### config.mk
export PLATFORM = sky130hd
export DESIGN_NAME = joy_dir_filter
export DESIGN_NICKNAME = d
export VERILOG_FILES = /design/src/rtl/joy_pkg.sv /design/src/rtl/joy_debounce.sv /design/src/rtl/joy_dir_filter.sv
export SDC_FILE = /design/constraint.sdc
export NUM_CORES = 1
export LEC_CHECK = 0
export ABC_AREA = 1
export CORE_ASPECT_RATIO = 0.8
export CORE_UTILIZATION = 60
export DETAILED_ROUTE_END_ITERATION = 10
export PLACE_DENSITY = 0.9
export SLEW_MARGIN = 0
export SYNTH_ARGS = -nofsm -noshare
export SYNTH_HDL_FRONTEND = slang
export SYNTH_SLANG_ARGS = --single-unit
### constraint.sdc
create_clock -name clk_sys -period 3.6 [get_ports clk_sys]
set_input_delay 0.72 -clock clk_sys [delete_from_list [all_inputs] [get_ports clk_sys]]
set_output_delay 0.72 -clock clk_sys [all_outputs]
set_load 0.01 [all_outputs]
### src/rtl/joy_pkg.sv
// Shared definitions for the multi-player joystick direction filter.
// Direction bit layout, mode/rotation encodings and helper functions.
package joy_pkg;

   localparam int DIR_UP    = 3;
   localparam int DIR_DOWN  = 2;
   localparam int DIR_LEFT  = 1;
   localparam int DIR_RIGHT = 0;

   typedef enum logic [1:0] {
      JOY_PASS       = 2'd0,
      JOY_4WAY_LAST  = 2'd1,
      JOY_8WAY       = 2'd2,
      JOY_4WAY_FIRST = 2'd3
   } joy_mode_e;

   typedef enum logic [1:0] {
      ROT_0   = 2'd0,
      ROT_90  = 2'd1,
      ROT_270 = 2'd2,
      ROT_180 = 2'd3
   } joy_rot_e;

   // Simultaneous events resolve as up > down > left > right.
   function automatic logic [3:0] pri_onehot(input logic [3:0] v);
      logic [3:0] r;
      r = '0;
      priority case (1'b1)
         v[DIR_UP]:    r[DIR_UP]    = 1'b1;
         v[DIR_DOWN]:  r[DIR_DOWN]  = 1'b1;
         v[DIR_LEFT]:  r[DIR_LEFT]  = 1'b1;
         v[DIR_RIGHT]: r[DIR_RIGHT] = 1'b1;
         default:      r = '0;
      endcase
      return r;
   endfunction

   function automatic logic [3:0] rotate_dir(input logic [3:0] s,
                                             input logic [1:0] r);
      logic [3:0] d;
      unique case (joy_rot_e'(r))
         ROT_0:   d = s;
         ROT_90:  d = {s[DIR_LEFT], s[DIR_RIGHT], s[DIR_DOWN], s[DIR_UP]};
         ROT_270: d = {s[DIR_RIGHT], s[DIR_LEFT], s[DIR_UP], s[DIR_DOWN]};
         ROT_180: d = {s[DIR_DOWN], s[DIR_UP], s[DIR_RIGHT], s[DIR_LEFT]};
         default: d = s;
      endcase
      return d;
   endfunction

endpackage

### src/rtl/joy_debounce.sv
// One 4-bit joystick channel: two-flop synchroniser plus per-bit
// tick-counting debounce producing the accepted (stable) level.
module joy_debounce
   import joy_pkg::*;
#(
   parameter int DB_TICKS = 3,
   parameter int DB_W     = 4
) (
   input  logic       clk_sys,
   input  logic       reset_n,
   input  logic       ce,
   input  logic [3:0] raw,
   output logic [3:0] stable
);

   localparam logic [DB_W-1:0] LAST =
      (DB_TICKS == 0) ? '0 : DB_W'(DB_TICKS - 1);

   logic [3:0]      s1, s2, st_q;
   logic [DB_W-1:0] cnt [4];

   always_ff @(posedge clk_sys or negedge reset_n) begin
      if (!reset_n) begin
         s1 <= '0;
         s2 <= '0;
      end else begin
         s1 <= raw;
         s2 <= s1;
      end
   end

   // Any matching cycle drops a partial count, so short glitches vanish.
   always_ff @(posedge clk_sys or negedge reset_n) begin
      if (!reset_n) begin
         st_q <= '0;
         for (int b = 0; b < 4; b++) cnt[b] <= '0;
      end else begin
         for (int b = 0; b < 4; b++) begin
            if (s2[b] == st_q[b]) begin
               cnt[b] <= '0;
            end else if (ce) begin
               if (cnt[b] == LAST) begin
                  st_q[b] <= s2[b];
                  cnt[b]  <= '0;
               end else begin
                  cnt[b] <= cnt[b] + 1'b1;
               end
            end
         end
      end
   end

   assign stable = (DB_TICKS == 0) ? s2 : st_q;

endmodule

### src/rtl/joy_dir_filter.sv
// Multi-player joystick conditioner: debounce, screen rotation and
// per-player direction arbitration with registered outputs.
module joy_dir_filter
   import joy_pkg::*;
#(
   parameter int NUM_PLAYERS = 2,
   parameter int DB_TICKS    = 3,
   parameter int DB_W        = 4
) (
   input  logic                     clk_sys,
   input  logic                     reset_n,
   input  logic                     ce,
   input  logic [1:0]               mode,
   input  logic [1:0]               rotate,
   input  logic [4*NUM_PLAYERS-1:0] dir_in,
   output logic [4*NUM_PLAYERS-1:0] dir_out,
   output logic [NUM_PLAYERS-1:0]   changed
);

   logic [1:0] mode_q, rot_q;
   logic       set_chg;

   always_ff @(posedge clk_sys or negedge reset_n) begin
      if (!reset_n) begin
         mode_q <= '0;
         rot_q  <= '0;
      end else begin
         mode_q <= mode;
         rot_q  <= rotate;
      end
   end

   // A new setting wipes arbitration history so no stale mask survives.
   assign set_chg = (mode != mode_q) || (rotate != rot_q);

   for (genvar p = 0; p < NUM_PLAYERS; p++) begin : g_pl
      logic [3:0] st, d, d_q, np;
      logic [3:0] mask_q, mask_nx, nx, out_q;
      logic       chg_q;

      joy_debounce #(
         .DB_TICKS (DB_TICKS),
         .DB_W     (DB_W)
      ) u_db (
         .clk_sys (clk_sys),
         .reset_n (reset_n),
         .ce      (ce),
         .raw     (dir_in[4*p +: 4]),
         .stable  (st)
      );

      assign d  = rotate_dir(st, rotate);
      assign np = d & ~d_q;

      always_comb begin
         mask_nx = '0;
         nx      = d;
         unique case (joy_mode_e'(mode))
            JOY_PASS: nx = d;
            JOY_4WAY_LAST: begin
               mask_nx = mask_q;
               if (np != '0)
                  mask_nx = pri_onehot(np);
               else if ((d & mask_q) == '0 && d != '0)
                  mask_nx = pri_onehot(d);
               nx = d & mask_nx;
            end
            JOY_8WAY: begin
               if (d[DIR_UP] && d[DIR_DOWN]) begin
                  nx[DIR_UP]   = 1'b0;
                  nx[DIR_DOWN] = 1'b0;
               end
               if (d[DIR_LEFT] && d[DIR_RIGHT]) begin
                  nx[DIR_LEFT]  = 1'b0;
                  nx[DIR_RIGHT] = 1'b0;
               end
            end
            JOY_4WAY_FIRST: begin
               mask_nx = ((d & mask_q) == '0) ? pri_onehot(d) : mask_q;
               nx      = d & mask_nx;
            end
            default: nx = d;
         endcase
      end

      always_ff @(posedge clk_sys or negedge reset_n) begin
         if (!reset_n) begin
            d_q    <= '0;
            mask_q <= '0;
            out_q  <= '0;
            chg_q  <= 1'b0;
         end else if (set_chg) begin
            d_q    <= '0;
            mask_q <= '0;
            chg_q  <= 1'b0;
         end else begin
            d_q    <= d;
            mask_q <= mask_nx;
            out_q  <= nx;
            chg_q  <= (nx != out_q);
         end
      end

      assign dir_out[4*p +: 4] = out_q;
      assign changed[p]        = chg_q;
   end

endmodule

== After elaboration in Yosys (flattened, before gate mapping) ==
Cells that the tools add are included.

* Flip-flop bits (word level): 86
* Bits of input ports: 15
* Word-level logic and storage cells: 209
* Output and inout bits: 10

* Equal/unequal tests: 26
* Reductions and logical operators: 31
* Add/sub/neg operators: 8
* Mux-type cells: 96
* Bitwise logic cells: 18

{| class="wikitable"
|+ Operators with widths
! cell !! number
|-
| $mux 4 || 36
|-
| $pmux 4 s4 || 4
|-
| $mux 1 || 50
|-
| $add 4x1->4 const B || 8
|-
| $and 4x4->4 || 8
|-
| $eq 4x2->1 const B || 8
|-
| $reduce_and 3->1 || 8
|-
| $pmux 4 s2 || 2
|-
| $reduce_bool 2->1 || 8
|-
| $reduce_bool 4->1 || 4
|-
| $eq 1x1->1 || 8
|-
| $eq 2x2->1 const B || 4
|-
| $logic_not 4->1 || 2
|-
| $mux 2 || 4
|-
| $ne 4x4->1 || 2
|-
| $not 1->1 || 8
|-
| $not 4->4 || 2
|-
| $logic_and 1x1->1 || 6
|-
| $eq 2x1->1 const B || 2
|-
| $logic_not 2->1 || 2
|-
| $ne 2x2->1 || 2
|-
| $logic_or 1x1->1 || 1
|}

== Longest topological paths before layout ==
* Depth in word-level cells: 13
* Gate-level depth with buffers: 21

== Hierarchy ==
Synthesis repeated with hierarchy kept, for this count alone.

* Cells, all modules: 716
* Area total of the unflattened synthesis: 5018.6 µm²

{| class="wikitable"
|+ Modules (own cells, without submodules)
! module !! times used !! area an instance (µm²) !! cells an instance
|-
| joy_debounce || 2 || 1312.5 || 166
|-
| joy_dir_filter || 1 || 2393.5 || 384
|}

== Least setup slack after synthesis ==
Ideal clock, no wire load.

* Path kind: input to register
* Start: input port rotate[0]
* End: register g_pl[0].chg_q
* Arrival: 2.259 ns
* Setup slack: 1.209 ns
* Path buffers: 3
* Stages: 18
* Path through: buf_4 -> inv_2 -> buf_6 -> o21ai_2 -> nand3_1 -> nand3_1 -> nand2_1 -> nor2_4 -> buf_6 -> nand3_1 -> nand3_1 -> nand3_1 -> nand2_1 -> nand2_1 -> nand2_1 -> nand3_1 -> nor2_1 -> nor2_1

* Longest elaborated chain between the ends: 13
* Elaborated cells on any way between the ends: 50
* Classes of those cells: eq/ne: 5; mux: 33; bitwise: 4; reduce/logical: 8

{| class="wikitable"
|+ RTL lines
! what !! RTL line !! text
|-
| from (decl) || joy_dir_filter.sv:14 || <nowiki>input logic [1:0] rotate,</nowiki>
|-
| $eq 2x2->1, or another cell as far along || joy_pkg.sv:41 || <nowiki>unique case (joy_rot_e'(r))</nowiki>
|-
| $pmux 4 s4 || joy_pkg.sv:41 ||
|-
| $mux 1 or $and 4x4->4 (tied branches) || joy_pkg.sv:28, joy_dir_filter.sv:53 ||
|-
| $mux 1 (3 in series) || joy_pkg.sv:28 || <nowiki>priority case (1'b1)</nowiki>
|-
| $mux 4 or $mux 1 (tied branches) || joy_dir_filter.sv:64, joy_pkg.sv:28 ||
|-
| $mux 4 || joy_dir_filter.sv:62 || <nowiki>if (np != '0)</nowiki>
|-
| $mux 4 || joy_dir_filter.sv:58 || <nowiki>unique case (joy_mode_e'(mode))</nowiki>
|-
| $and 4x4->4 || joy_dir_filter.sv:66 || <nowiki>nx = d & mask_nx;</nowiki>
|-
| $pmux 4 s4 || joy_dir_filter.sv:58 ||
|-
| $ne 4x4->1 || joy_dir_filter.sv:100 || <nowiki>chg_q <= (nx != out_q);</nowiki>
|-
| $mux 1 (*) || joy_dir_filter.sv:92 || <nowiki>end else if (set_chg) begin</nowiki>
|-
| to (signal assigned) || joy_dir_filter.sv:100 ||
|-
| to (decl) || joy_dir_filter.sv:39 || <nowiki>logic chg_q;</nowiki>
|}

Every way passes the cells marked *; elsewhere a longest branch is shown, timed or not. The select of a mux whose other input is x is not followed.
A chain may end at the register's enable or synchronous reset.

== Final worst setup path ==
* Start: input port rotate[1]
* End: register g_pl[0].chg_q

Same word-level chain as after synthesis.

==> impl_metrics.csv <==
group,metric,value,unit
floorplanning,core,7980,µm²
pwr,clkPwrFrac,0.211,
run_status,status,"complete, no violations",
clock_network,post_cts_resized,0,
pwr,power.switching,0.00133,W
pwr,p_seq_frac,0.409,
clock_network,ctsLongestPathBuffers,2,
placed_design,numPortBuffers,24,
floorplanning,initial_utilization,0.622,
pwr,p_int,0.00195,W
route,drtPass1Iterations,5,
global_routing,grt_first_pass_wirelength,17900,µm
logic_synthesis,syn_inst,655,
route,detail-route-antenna-nets,0,
pwr,p_per_area,599,nW/µm²
clock_network,clockRootBuffer,"clkbuf_8",
clock_network,htreeDepth,3,
pwr,peakVddDrop,0.394,mV
pwr,power,0.00328,W
setup_path,critPathRequiredTime,3.83,ns
layout,drive_gt1_frac,0.0934,
layout,antenna_cells,0,
floorplanning,die_w,104,µm
route,post_drt_wl_per_cell,13.0,µm
global_routing,grt_max_degree,87,
sta,fin_crit,3.09,ns
clock_network,clock_sinks,86,
layout,layout_commonest_cell,"nand2_1",
layout,final_cell_mix,"nand2_1, inv_1, dfrtp_1",
pwr,switching_share,0.405,
logic_synthesis,synth.distinct_cells,31,
setup_path,startpoint_type,"input port",
setup_path,r2r_start,"g_pl[0].u_db.stable[1]",
logic_synthesis,synth_area,4970,µm²
run,max_cap_viol_count,0,
layout,area_delta_synth_final,10.2,%
clock_network,clk_pin_slew,0.09,ns
sta,slew_viol_final,0,
clock_network,postCtsSetupRepairBufs,0,
sta,hold_viol,0,
clock_network,clock_latency,0.37,ns
min_path,worstHoldEndpoint,"g_pl[0].u_db.s2[0]",
floorplanning,pin_count,25,
route,post_drt_via_cell_ratio,5.37,
min_path,hp-class,"register to register",
setup_path,r2r_cells,18,
global_routing,antenna_found_initial,0,
sta,worstMarginPinSlew,1.07,ns
floorplanning,dieArea,8650,µm²
pwr,p_leak,2.75,nW
clock_network,cts_hold_buf,0,
layout,nNetsFinal,711,
sta,finalSetupViolCount,0,
setup_path,worstPathArrival,3.33,ns
route,routed_wirelength,10300,µm
global_routing,first_global_vias,4071,
logic_synthesis,yosys_warnings,0,
sta,fmax,323,MHz
floorplanning,num_rows,29,
global_routing,grt_usage,0.258,
setup_path,crit_fanout,16,
min_path,min_path_cells,0,
route,num_vias,4259,
setup_path,critical_path.endpoint_type,"register",
sta,fin_setup_tns,0,ns
logic_synthesis,synth_fp_nets,686,
sta,timing.final.crit_share,0.860,
floorplanning,die_y,83.4,µm
setup_path,rrSetupSlack,1.35,ns
placed_design,hpwlAfterDp,7560,µm
global_routing,grt.overflow.total,0,
clock_network,cts_tree,"built",
logic_synthesis,postSynthAreaPerCell,7.59,µm²
min_path,hp-start,"g_pl[0].u_db.s1[0]",
route,drc,0,
sta,rsz0062_at_grt,"no",
setup_path,r2r-end,"g_pl[0].chg_q",
layout,nFillCells,634,
sta,slew_headroom,0.287,
setup_path,path_class,"input port to register",
clock_network,cts-buffers-inserted,9,
placed_design,globalplace.congestion,0.926,
sta,skew,0.0154,ns
logic_synthesis,ys_seq_area_frac,0.433,
route,first_iter_violations,280,
pwr,share_comb_of_total_power,0.380,
logic_synthesis,yosys_register_bits,86,
cells in the mapped netlist:
master	number	area, µm²
o21bai_1	2	15.0
buf_6	4	45.0
o21ai_1	3	15.0
buf_1	1	3.75
nand4_2	2	25.0
o211ai_1	1	7.51
or2_4	2	17.5
o211ai_2	3	37.5
nor2_1	26	97.6
o22ai_1	16	100
buf_4	3	22.5
nand3b_1	2	15.0
clkbuf_1	6	22.5
clkinv_1	2	7.51
nand2_1	180	676
o21ai_2	4	35.0
nand2_2	13	81.3
or2_2	2	12.5
nor2_4	5	56.3
xnor2_1	11	96.3
inv_1	103	387
nand3_1	78	390
nor3_1	9	45.0
a21oi_1	12	60.1
dfrtp_1	86	2150
nor2_2	4	25.0
o21ai_0	39	195
xor2_1	9	78.8
a31oi_1	2	12.5
inv_2	9	33.8
ha_1	16	200
worst max-delay path by stage:
| stage | from | to | slack, ns | cells after the start |
|---|---|---|---|---|
| 6_report | rotate[1] | g_pl[0].chg_q | 0.51 | 17 |
| 5_1_grt | rotate[1] | g_pl[0].chg_q | 0.20 | 18 |
| 4_1_cts | rotate[1] | g_pl[0].chg_q | 0.55 | 17 |
| 3_5_place_dp | rotate[1] | g_pl[0].chg_q | 0.18 | 17 |
| 3_3_place_gp | rotate[1] | g_pl[1].chg_q | 0.28 | 18 |
| 2_1_floorplan | rotate[0] | g_pl[0].chg_q | 1.21 | 18 |
state kept, by name (all words and copies together) (netlist names):
register,count
g_pl.u_db.cnt,32
g_pl.d_q,8
g_pl.mask_q,8
g_pl.out_q,8
g_pl.u_db.s1,8
g_pl.u_db.s2,8
g_pl.u_db.stable,8
g_pl.chg_q,2
mode_q,2
rot_q,2
cell type report:
class / instances / area (µm²) / area share
clock buffer: 11 / 141 / 0.0258
clock inverter: 5 / 58.8 / 0.0107
inverter: 114 / 428 / 0.0781
multi-input combinational: 441 / 2290 / 0.419
sequential: 86 / 2150 / 0.393
tap: 108 / 135 / 0.0247
timing repair buffer: 28 / 268 / 0.0489
power by group through the flow:
stage / clock network (W) / registers [W] / logic [W]
2_1_floorplan: 0 / 0.00133 / 0.000906
3_3_place_gp: 0 / 0.00134 / 0.00116
3_5_place_dp: 0 / 0.00136 / 0.00123
4_1_cts: 0.000712 / 0.00134 / 0.00123
5_1_grt: 0.000745 / 0.00137 / 0.00143
6_report: 0.000692 / 0.00134 / 0.00125
kinds of logic (layout without fill, tap and decap cells):
logic type | after synthesis | after routing | synth area share
AO/OA/AOI/OAI | 82 | 82 | 0.0962
XOR/XNOR | 20 | 20 | 0.0353
adder cells (fa/ha/maj) | 16 | 16 | 0.0403
buffers and inverters | 128 | 158 | 0.105
flip-flops | 86 | 86 | 0.433
AND/OR/NAND/NOR | 323 | 323 | 0.290
worst max-delay path, stage by stage:
cell and delay [ns]:
clkdlybuf4s50_1 0.72, nor2_4 0.38, nand2_1 0.16, nand3_1 0.12, nand2_1 0.09, nor2_4 0.31, nand2_2 0.13, nand2_1 0.08
nand3_1 0.06, nand2_1 0.08, nand2_1 0.05, nand2_1 0.08, nand3_1 0.08, nand2_1 0.09, nand2_1 0.05, nor2_1 0.09
nor2_1 0.04
metrics by stage:
stage           util  hold WS, ns  std cells  worst slack (ns)  area [µm²]
6_report       0.686        0.347        793             0.506        5480
5_1_grt        0.686        0.353        793             0.197        5480
3_5_place_dp   0.661        0.336        777             0.179        5280
2_1_floorplan      -        0.331        655              1.21        4970
4_1_cts        0.686        0.346        793             0.546        5480
3_3_place_gp   0.661        0.334        777             0.280        5280
routing by layer:
layer  vias up  part of all wire  global-route usage
met5         -                 0                   0
met4         0             0.022               0.109
met3        28             0.060              0.0581
met2       141              0.47               0.419
met1      1978              0.45               0.335
li1       2112                 -                   -
Note: power is estimated with default switching activity, not from simulation.
